[config.mk]
export PLATFORM = sky130hd
export DESIGN_NAME = multi_channel_watchdog_flat
export DESIGN_NICKNAME = d
export VERILOG_FILES = /design/src/rtl/multi_channel_watchdog_if.sv /design/src/rtl/multi_channel_watchdog.sv /design/src/flat_wrapper.sv
export SDC_FILE = /design/constraint.sdc
export NUM_CORES = 1
export LEC_CHECK = 0
export CORE_ASPECT_RATIO = 0.7
export CORE_UTILIZATION = 57
export DETAILED_ROUTE_END_ITERATION = 8
export GPL_TIMING_DRIVEN = 0
export PLACE_DENSITY_LB_ADDON = 0.08
export SKIP_LAST_GASP = 1
export SLEW_MARGIN = 5
export SYNTH_ARGS = -nofsm -noshare
export SYNTH_HDL_FRONTEND = slang
export SYNTH_SLANG_ARGS = --single-unit
[constraint.sdc]
create_clock -name clk -period 5.3 [get_ports clk]
set_clock_uncertainty 0.2 [all_clocks]
set_input_delay 1.06 -clock clk [delete_from_list [all_inputs] [get_ports clk]]
set_output_delay 1.06 -clock clk [all_outputs]
set_load 0.02 [all_outputs]
[src/rtl/multi_channel_watchdog_if.sv]
// rtl/multi_channel_watchdog_if.sv - control and status bundle for the multi-channel watchdog
interface multi_channel_watchdog_if #(
    parameter int NUM_CH = 4
);
    logic [NUM_CH-1:0] enable;
    logic [NUM_CH-1:0] heartbeat;
    logic [NUM_CH-1:0] window_en;
    logic [NUM_CH-1:0] clear;
    logic [NUM_CH-1:0] warning;
    logic [NUM_CH-1:0] triggered;
    logic [NUM_CH-1:0] early_fault;
    logic              force_reset;
    logic [7:0]        trip_count;

    modport master (
        output enable, heartbeat, window_en, clear,
        input  warning, triggered, early_fault, force_reset, trip_count
    );

    modport slave (
        input  enable, heartbeat, window_en, clear,
        output warning, triggered, early_fault, force_reset, trip_count
    );
endinterface

[src/rtl/multi_channel_watchdog.sv]
// rtl/multi_channel_watchdog.sv - per-channel watchdog timers with window check and shared reset pulse
module multi_channel_watchdog #(
    parameter int NUM_CH        = 4,
    parameter int CNT_WIDTH     = 32,
    parameter int TIMEOUT       = 1000,
    parameter int WARN_LEVEL    = 750,
    parameter int WINDOW_MIN    = 0,
    parameter int RST_PULSE_LEN = 16
) (
    input  logic                     clk,
    input  logic                     rst,
    multi_channel_watchdog_if.slave  bus
);
    typedef enum logic [1:0] {IDLE, RUN, WARN, TRIP} state_t;

    localparam logic [CNT_WIDTH-1:0] WARN_M1   = CNT_WIDTH'(WARN_LEVEL - 1);
    localparam logic [CNT_WIDTH-1:0] TO_M1     = CNT_WIDTH'(TIMEOUT - 1);
    localparam logic [CNT_WIDTH-1:0] CNT_ONE   = CNT_WIDTH'(1);
    // Early test is written as cnt+1 <= WINDOW_MIN so a zero window never folds to a constant compare.
    localparam logic [CNT_WIDTH:0]   WIN_MIN_X = (CNT_WIDTH+1)'(WINDOW_MIN);
    localparam logic [CNT_WIDTH:0]   ONE_X     = (CNT_WIDTH+1)'(1);
    localparam int                   PW        = $clog2(RST_PULSE_LEN + 1);
    localparam logic [PW-1:0]        PULSE_LD  = PW'(RST_PULSE_LEN);
    localparam logic [PW-1:0]        PULSE_ONE = PW'(1);

    state_t               state_q [NUM_CH];
    state_t               state_d [NUM_CH];
    logic [CNT_WIDTH-1:0] cnt_q   [NUM_CH];
    logic [CNT_WIDTH-1:0] cnt_d   [NUM_CH];
    logic [NUM_CH-1:0]    early_q;
    logic [NUM_CH-1:0]    early_d;
    logic [NUM_CH-1:0]    entering;
    logic [NUM_CH-1:0]    warn_v;
    logic [NUM_CH-1:0]    trip_v;
    logic [PW-1:0]        pulse_q;
    logic [PW-1:0]        pulse_d;
    logic [7:0]           trips_q;
    logic [7:0]           trips_d;
    logic [4:0]           n_new;
    logic [8:0]           trips_sum;

    // Per-channel next state: disable beats everything, then heartbeat (early or valid), then timeout.
    always_comb begin
        for (int i = 0; i < NUM_CH; i++) begin
            state_d[i]  = state_q[i];
            cnt_d[i]    = cnt_q[i];
            early_d[i]  = early_q[i];
            entering[i] = 1'b0;
            case (state_q[i])
                IDLE: begin
                    cnt_d[i] = '0;
                    if (bus.enable[i]) state_d[i] = RUN;
                end
                RUN, WARN: begin
                    if (!bus.enable[i]) begin
                        state_d[i] = IDLE;
                        cnt_d[i]   = '0;
                    end else if (bus.heartbeat[i] && bus.window_en[i] &&
                                 (({1'b0, cnt_q[i]} + ONE_X) <= WIN_MIN_X)) begin
                        state_d[i]  = TRIP;
                        early_d[i]  = 1'b1;
                        entering[i] = 1'b1;
                    end else if (bus.heartbeat[i]) begin
                        state_d[i] = RUN;
                        cnt_d[i]   = '0;
                    end else if (state_q[i] == WARN && cnt_q[i] == TO_M1) begin
                        state_d[i]  = TRIP;
                        entering[i] = 1'b1;
                    end else begin
                        cnt_d[i] = cnt_q[i] + CNT_ONE;
                        if (state_q[i] == RUN && cnt_q[i] == WARN_M1) state_d[i] = WARN;
                    end
                end
                TRIP: begin
                    if (bus.clear[i]) begin
                        state_d[i] = IDLE;
                        cnt_d[i]   = '0;
                        early_d[i] = 1'b0;
                    end
                end
                default: begin
                    state_d[i] = IDLE;
                    cnt_d[i]   = '0;
                end
            endcase
        end
    end

    // Shared bookkeeping: saturating trip total and a reset pulse that restarts on every new trip.
    always_comb begin
        n_new = '0;
        for (int i = 0; i < NUM_CH; i++) n_new = n_new + 5'(entering[i]);
        trips_sum = {1'b0, trips_q} + {4'b0, n_new};
        trips_d   = trips_sum[8] ? 8'hFF : trips_sum[7:0];
        if (|entering)         pulse_d = PULSE_LD;
        else if (pulse_q != 0) pulse_d = pulse_q - PULSE_ONE;
        else                   pulse_d = '0;
    end

    // State registers; reset dominates everything including an active trip or pulse.
    always_ff @(posedge clk) begin
        if (rst) begin
            for (int i = 0; i < NUM_CH; i++) begin
                state_q[i] <= IDLE;
                cnt_q[i]   <= '0;
            end
            early_q <= '0;
            pulse_q <= '0;
            trips_q <= '0;
        end else begin
            for (int i = 0; i < NUM_CH; i++) begin
                state_q[i] <= state_d[i];
                cnt_q[i]   <= cnt_d[i];
            end
            early_q <= early_d;
            pulse_q <= pulse_d;
            trips_q <= trips_d;
        end
    end

    // Status flags are pure decodes of registered state.
    always_comb begin
        for (int i = 0; i < NUM_CH; i++) begin
            warn_v[i] = (state_q[i] == WARN);
            trip_v[i] = (state_q[i] == TRIP);
        end
    end

    assign bus.warning     = warn_v;
    assign bus.triggered   = trip_v;
    assign bus.early_fault = early_q;
    assign bus.force_reset = (pulse_q != 0);
    assign bus.trip_count  = trips_q;
endmodule

[src/flat_wrapper.sv]
// flat-port wrapper written by rule: the top's interface ports become plain ports
module multi_channel_watchdog_flat 
#(
    parameter int NUM_CH        = 4,
    parameter int CNT_WIDTH     = 32,
    parameter int TIMEOUT       = 1000,
    parameter int WARN_LEVEL    = 750,
    parameter int WINDOW_MIN    = 0,
    parameter int RST_PULSE_LEN = 16
)
  (clk, rst, bus_enable, bus_heartbeat, bus_window_en, bus_clear, bus_warning, bus_triggered, bus_early_fault, bus_force_reset, bus_trip_count);
  multi_channel_watchdog_if #(.NUM_CH(NUM_CH)) bus_i ();
  input  logic clk;
  input  logic rst;
  input wire logic [$bits(bus_i.enable)-1:0] bus_enable;
  input wire logic [$bits(bus_i.heartbeat)-1:0] bus_heartbeat;
  input wire logic [$bits(bus_i.window_en)-1:0] bus_window_en;
  input wire logic [$bits(bus_i.clear)-1:0] bus_clear;
  output wire logic [$bits(bus_i.warning)-1:0] bus_warning;
  output wire logic [$bits(bus_i.triggered)-1:0] bus_triggered;
  output wire logic [$bits(bus_i.early_fault)-1:0] bus_early_fault;
  output wire logic [$bits(bus_i.force_reset)-1:0] bus_force_reset;
  output wire logic [$bits(bus_i.trip_count)-1:0] bus_trip_count;
  assign bus_i.enable = bus_enable;
  assign bus_i.heartbeat = bus_heartbeat;
  assign bus_i.window_en = bus_window_en;
  assign bus_i.clear = bus_clear;
  assign bus_warning = bus_i.warning;
  assign bus_triggered = bus_i.triggered;
  assign bus_early_fault = bus_i.early_fault;
  assign bus_force_reset = bus_i.force_reset;
  assign bus_trip_count = bus_i.trip_count;
  multi_channel_watchdog #(.NUM_CH(NUM_CH), .CNT_WIDTH(CNT_WIDTH), .TIMEOUT(TIMEOUT), .WARN_LEVEL(WARN_LEVEL), .WINDOW_MIN(WINDOW_MIN), .RST_PULSE_LEN(RST_PULSE_LEN)) u_core (.clk(clk), .rst(rst), .bus(bus_i));
endmodule
==> PnR_summary.wiki <==
{| class="wikitable"
! Metric !! Value
|-
| Global router's overall resource usage || 0.373
|-
| Final Hold Fails || 0
|-
| Total wire length || 38.9 mm
|-
| Ys Warns || 0
|-
| Syn Nets || 1647
|-
| Worst-Margin Slew || 0.983 ns
|-
| Hold bufs inserted after CTS || 0
|-
| Seq. cell area || 3090 µm²
|-
| Proportion of total power due to net switching || 0.276
|-
| Critical path peak fanout || 7
|-
| Flip-flop and latch count after synthesis || 153
|-
| Fraction of post-synthesis cell area in the top cell type by area || 0.269
|-
| Post-route clock period utilization || 0.976
|-
| Power density over the cells || 208 nW/µm²
|-
| Net switching component of the power || 759 µW
|-
| Setup crit end kind || flip-flop
|-
| Root buffer cell || sky130_fd_sc_hd__clkbuf_16
|-
| First-pass DRT Iterations || 7
|-
| Vias per cell || 6.81
|-
| Effective utilization at floorplan || 0.593
|-
| Filler Cell Count || 1715
|-
| Worst setup path category || flip-flop to flip-flop
|-
| Most frequent cells after synthesis || 154 x sky130_fd_sc_hd__nand2_1, 153 x sky130_fd_sc_hd__dfxtp_1, 123 x sky130_fd_sc_hd__nor2_1
|-
| Synthesized area divided by synthesized cell count || 7.17 µm²
|-
| Clock Latency Late Sink || 0.45 ns
|-
| Initial antenna violation count || 0
|-
| Worst r2r src || u_core.cnt_q[0][65]
|-
| Number of nets in the finished design || 1709
|-
| Via count of the first global-routing pass || 11325
|-
| Uppermost routed layer || met4
|-
| Number of diodes added for antenna fixing || 0
|-
| Detail Route met3 WL || 4.88 mm
|-
| Gpl congestion || 0.992
|-
| Required time of the worst setup path || 5.41 ns
|-
| Clock period minus worst slack || 5.17 ns
|-
| Relative contribution of combinational cells to total power || 0.105
|-
| Cell leakage power || 0.00428 µW
|-
| Most used flip-flop cell after synthesis || sky130_fd_sc_hd__dfxtp_1
|-
| Finished Core Util || 0.688
|-
| First-pass GRT wire length || 60.5 mm
|-
| Maximum achievable frequency || 193 MHz
|-
| Final setup vio count || 0
|-
| Cell-internal power || 1990 µW
|-
| Placed instance count || 1893
|-
| Worst-case reg-to-reg path depth || 20
|-
| Horizontal die dimension || 171 µm
|-
| DPL Wire Length || 27.1 mm
|-
| Vias post-DR || 13130
|-
| Overflow left after global routing || 0
|-
| Outcome || completed
|-
| Cts bufs inserted || 17
|-
| Area taken by multi-input logic gates || 7940 µm²
|-
| Post-route cell area || 13200 µm²
|-
| Most instantiated library cell after synthesis || sky130_fd_sc_hd__nand2_1
|-
| Sequential Power Share || 0.435
|-
| DRT met1 WL || 17.2 mm
|-
| Pin count of the biggest net entering global routing || 17
|-
| Combined area of all synthesized cells || 11400 µm²
|-
| Synthesized instance count || 1591
|-
| Clock transition at the registers of the reported paths || 0.07 ns
|-
| Worst Hold Slack || 0.244 ns
|-
| Worst Min Path Start || u_core.pulse_q[0]
|-
| CTS tree || built
|-
| Final count of pins violating max slew || 0
|-
| Top-level port count || 39
|-
| Seq/Total Area, Yosys || 0.269
|-
| Maximum Capacitance Violations || 0
|-
| Critical path launch point || u_core.cnt_q[0][65]
|-
| DRC violations left || 0
|-
| Vertical die dimension || 120 µm
|-
| Number of enable-type register cells in the synthesized netlist || 0
|-
| Antenna-violating nets left || 0
|-
| Met2 Wirelength || 16.0 mm
|-
| Endpoint of the most critical register-to-register path || u_core.bus.trip_count[1]
|-
| Area leader, netlist || sky130_fd_sc_hd__dfxtp_1
|-
| Count of non-filler cells in the finished layout || 1929
|-
| Port-buffer cells || 38
|-
| Register-to-Register Setup Slack || 0.13 ns
|-
| Core Region || 19200 µm²
|-
| Starting DRT DRC Count || 2028
|-
| Startpoint Class || flip-flop
|-
| Overall die area || 20600 µm²
|-
| Placement Rows || 42
|-
| Share of total power in the clock network || 0.460
|-
| Distinct cell type count of the synthesized netlist || 78
|-
| Placement-stage cell area || 12100 µm²
|-
| Worst slew margin || 0.340
|-
| Classification of the worst-slack hold path || flip-flop to flip-flop
|-
| Capture point of the critical path || u_core.bus.trip_count[1]
|-
| Pre-CTS setup slack || -0.787 ns
|-
| Routed len/inst || 20.2 µm
|-
| Final critical-path setup slack || 0.130 ns
|-
| H-tree depth || 4
|-
| Synth top area cells || sky130_fd_sc_hd__dfxtp_1 27%, sky130_fd_sc_hd__nand2_1 5.1%, sky130_fd_sc_hd__a21oi_1 4.8%, sky130_fd_sc_hd__nand4_1 4.3%, sky130_fd_sc_hd__nor2_1 4.0%
|-
| Max VDD drop || 0.230 mV
|-
| CTS max path bufs || 2
|-
| Data arrival at the endpoint of the critical path || 5.28 ns
|-
| Async S/R FF share, synth || 0
|-
| Synthesis-to-layout area growth || 16.0%
|-
| Share of layout cells above drive strength 1 || 0.114
|-
| Sink count of the clock tree || 153
|}
==> state kept, by name (all words and copies together), names as in the netlist <==
register / cells
u_core.state_q: 8
u_core.bus.trip_count: 8
u_core.pulse_q: 5
u_core.bus.early_fault: 4
u_core.cnt_q: 128
==> power groups by stage <==
stage          sequential [µW]  clock, µW  combinational [µW]
3_5_place_dp              1220          0                 276
4_1_cts                   1190       1270                 280
6_report                  1190       1260                 288
5_1_grt                   1200       1300                 315
2_1_floorplan             1220          0                 173
3_3_place_gp              1220          0                 271
==> worst max-delay path, stage by stage, from the launching register on <==
cell and delay (ns):
sky130_fd_sc_hd__dfxtp_4 0.39, sky130_fd_sc_hd__ha_4 0.18, sky130_fd_sc_hd__nand4_1 0.14, sky130_fd_sc_hd__or3_1 0.33, sky130_fd_sc_hd__buf_2 0.19, sky130_fd_sc_hd__nor4_2 0.29
sky130_fd_sc_hd__o2bb2ai_1 0.10, sky130_fd_sc_hd__or4_1 0.52, sky130_fd_sc_hd__or4_4 0.55, sky130_fd_sc_hd__o22ai_2 0.20, sky130_fd_sc_hd__nand3_2 0.13, sky130_fd_sc_hd__fa_1 0.50
sky130_fd_sc_hd__inv_1 0.05, sky130_fd_sc_hd__ha_2 0.19, sky130_fd_sc_hd__fa_2 0.38, sky130_fd_sc_hd__a21oi_2 0.14, sky130_fd_sc_hd__nor2b_2 0.07, sky130_fd_sc_hd__and2_4 0.17
sky130_fd_sc_hd__nand4_1 0.09, sky130_fd_sc_hd__buf_4 0.16, sky130_fd_sc_hd__a21oi_1 0.07
==> cell families after synthesis <==
family	synth area share
simple gates	0.335
compound gates	0.233
buf+inv	0.0657
flops	0.269
xor+xnor	0.0445
fa+ha+maj	0.0430
mux	0.00998
==> placed cells by master (no fill, tap or decap), types with 7 or more instances in the layout <==
cell type and n:
sky130_fd_sc_hd__a211oi_1 10, sky130_fd_sc_hd__a21o_1 8, sky130_fd_sc_hd__a21oi_1 104, sky130_fd_sc_hd__a311oi_1 36, sky130_fd_sc_hd__a31oi_1 51, sky130_fd_sc_hd__and2_1 20
sky130_fd_sc_hd__and3_1 29, sky130_fd_sc_hd__and4_1 18, sky130_fd_sc_hd__buf_2 17, sky130_fd_sc_hd__buf_4 37, sky130_fd_sc_hd__clkbuf_1 84, sky130_fd_sc_hd__clkbuf_16 17
sky130_fd_sc_hd__clkbuf_2 8, sky130_fd_sc_hd__clkdlybuf4s50_1 37, sky130_fd_sc_hd__dfxtp_1 136, sky130_fd_sc_hd__dfxtp_2 14, sky130_fd_sc_hd__ha_1 31, sky130_fd_sc_hd__inv_1 43
sky130_fd_sc_hd__mux2i_1 8, sky130_fd_sc_hd__nand2_1 152, sky130_fd_sc_hd__nand3_1 74, sky130_fd_sc_hd__nand4_1 78, sky130_fd_sc_hd__nor2_1 117, sky130_fd_sc_hd__nor2b_1 9
sky130_fd_sc_hd__nor3_1 82, sky130_fd_sc_hd__nor4_1 39, sky130_fd_sc_hd__o2111ai_1 9, sky130_fd_sc_hd__o21a_1 7, sky130_fd_sc_hd__o21ai_0 89, sky130_fd_sc_hd__o22ai_1 8
sky130_fd_sc_hd__o31ai_1 14, sky130_fd_sc_hd__or3_1 26, sky130_fd_sc_hd__or4_1 19, sky130_fd_sc_hd__xnor2_1 44, sky130_fd_sc_hd__xor2_1 13
==> timing repair <==
action                     CTS  global route
pin swaps                    6            14
resized for setup           45            65
setup endpoints to repair    8            38
buffers inserted            21            11
==> layout make-up <==
| cell class | count | share of cell area |
|---|---|---|
| Clock inverter | 12 | 0.0109 |
| Sequential cell | 153 | 0.234 |
| Multi-Input combinational cell | 1249 | 0.600 |
| Clock buffer | 19 | 0.0335 |
| Inverter | 43 | 0.0122 |
| Buffer | 119 | 0.0378 |
| Tap cell | 264 | 0.0250 |
| Timing Repair Buffer | 70 | 0.0468 |
==> layer usage <==
layer  track usage  up-vias
li1              -     6089
met1         0.548     6052
met2         0.524      886
met3        0.0949      103
met4         0.122        0
met5             0        -
==> worst min path at each step <==
| stage | to | slack [ns] | cells after the start |
|---|---|---|---|
| after global routing | u_core.pulse_q[0] | 0.27 | 1 |
| after detailed placement | u_core.pulse_q[0] | 0.23 | 1 |
| final | u_core.pulse_q[0] | 0.24 | 1 |
| after global placement | u_core.pulse_q[0] | 0.23 | 1 |
| after floorplan | u_core.pulse_q[0] | 0.21 | 1 |
| after CTS | u_core.pulse_q[0] | 0.24 | 1 |
==> per-stage QoR <==
stage	setup TNS, ns	power (µW)
6_report	0	2750
5_1_grt	-0.608	2820
3_3_place_gp	-5.77	1490
3_5_place_dp	-6.17	1500
4_1_cts	-0.0166	2740
2_1_floorplan	0	1390
No activity file was read; power rests on OpenSTA's default activity.
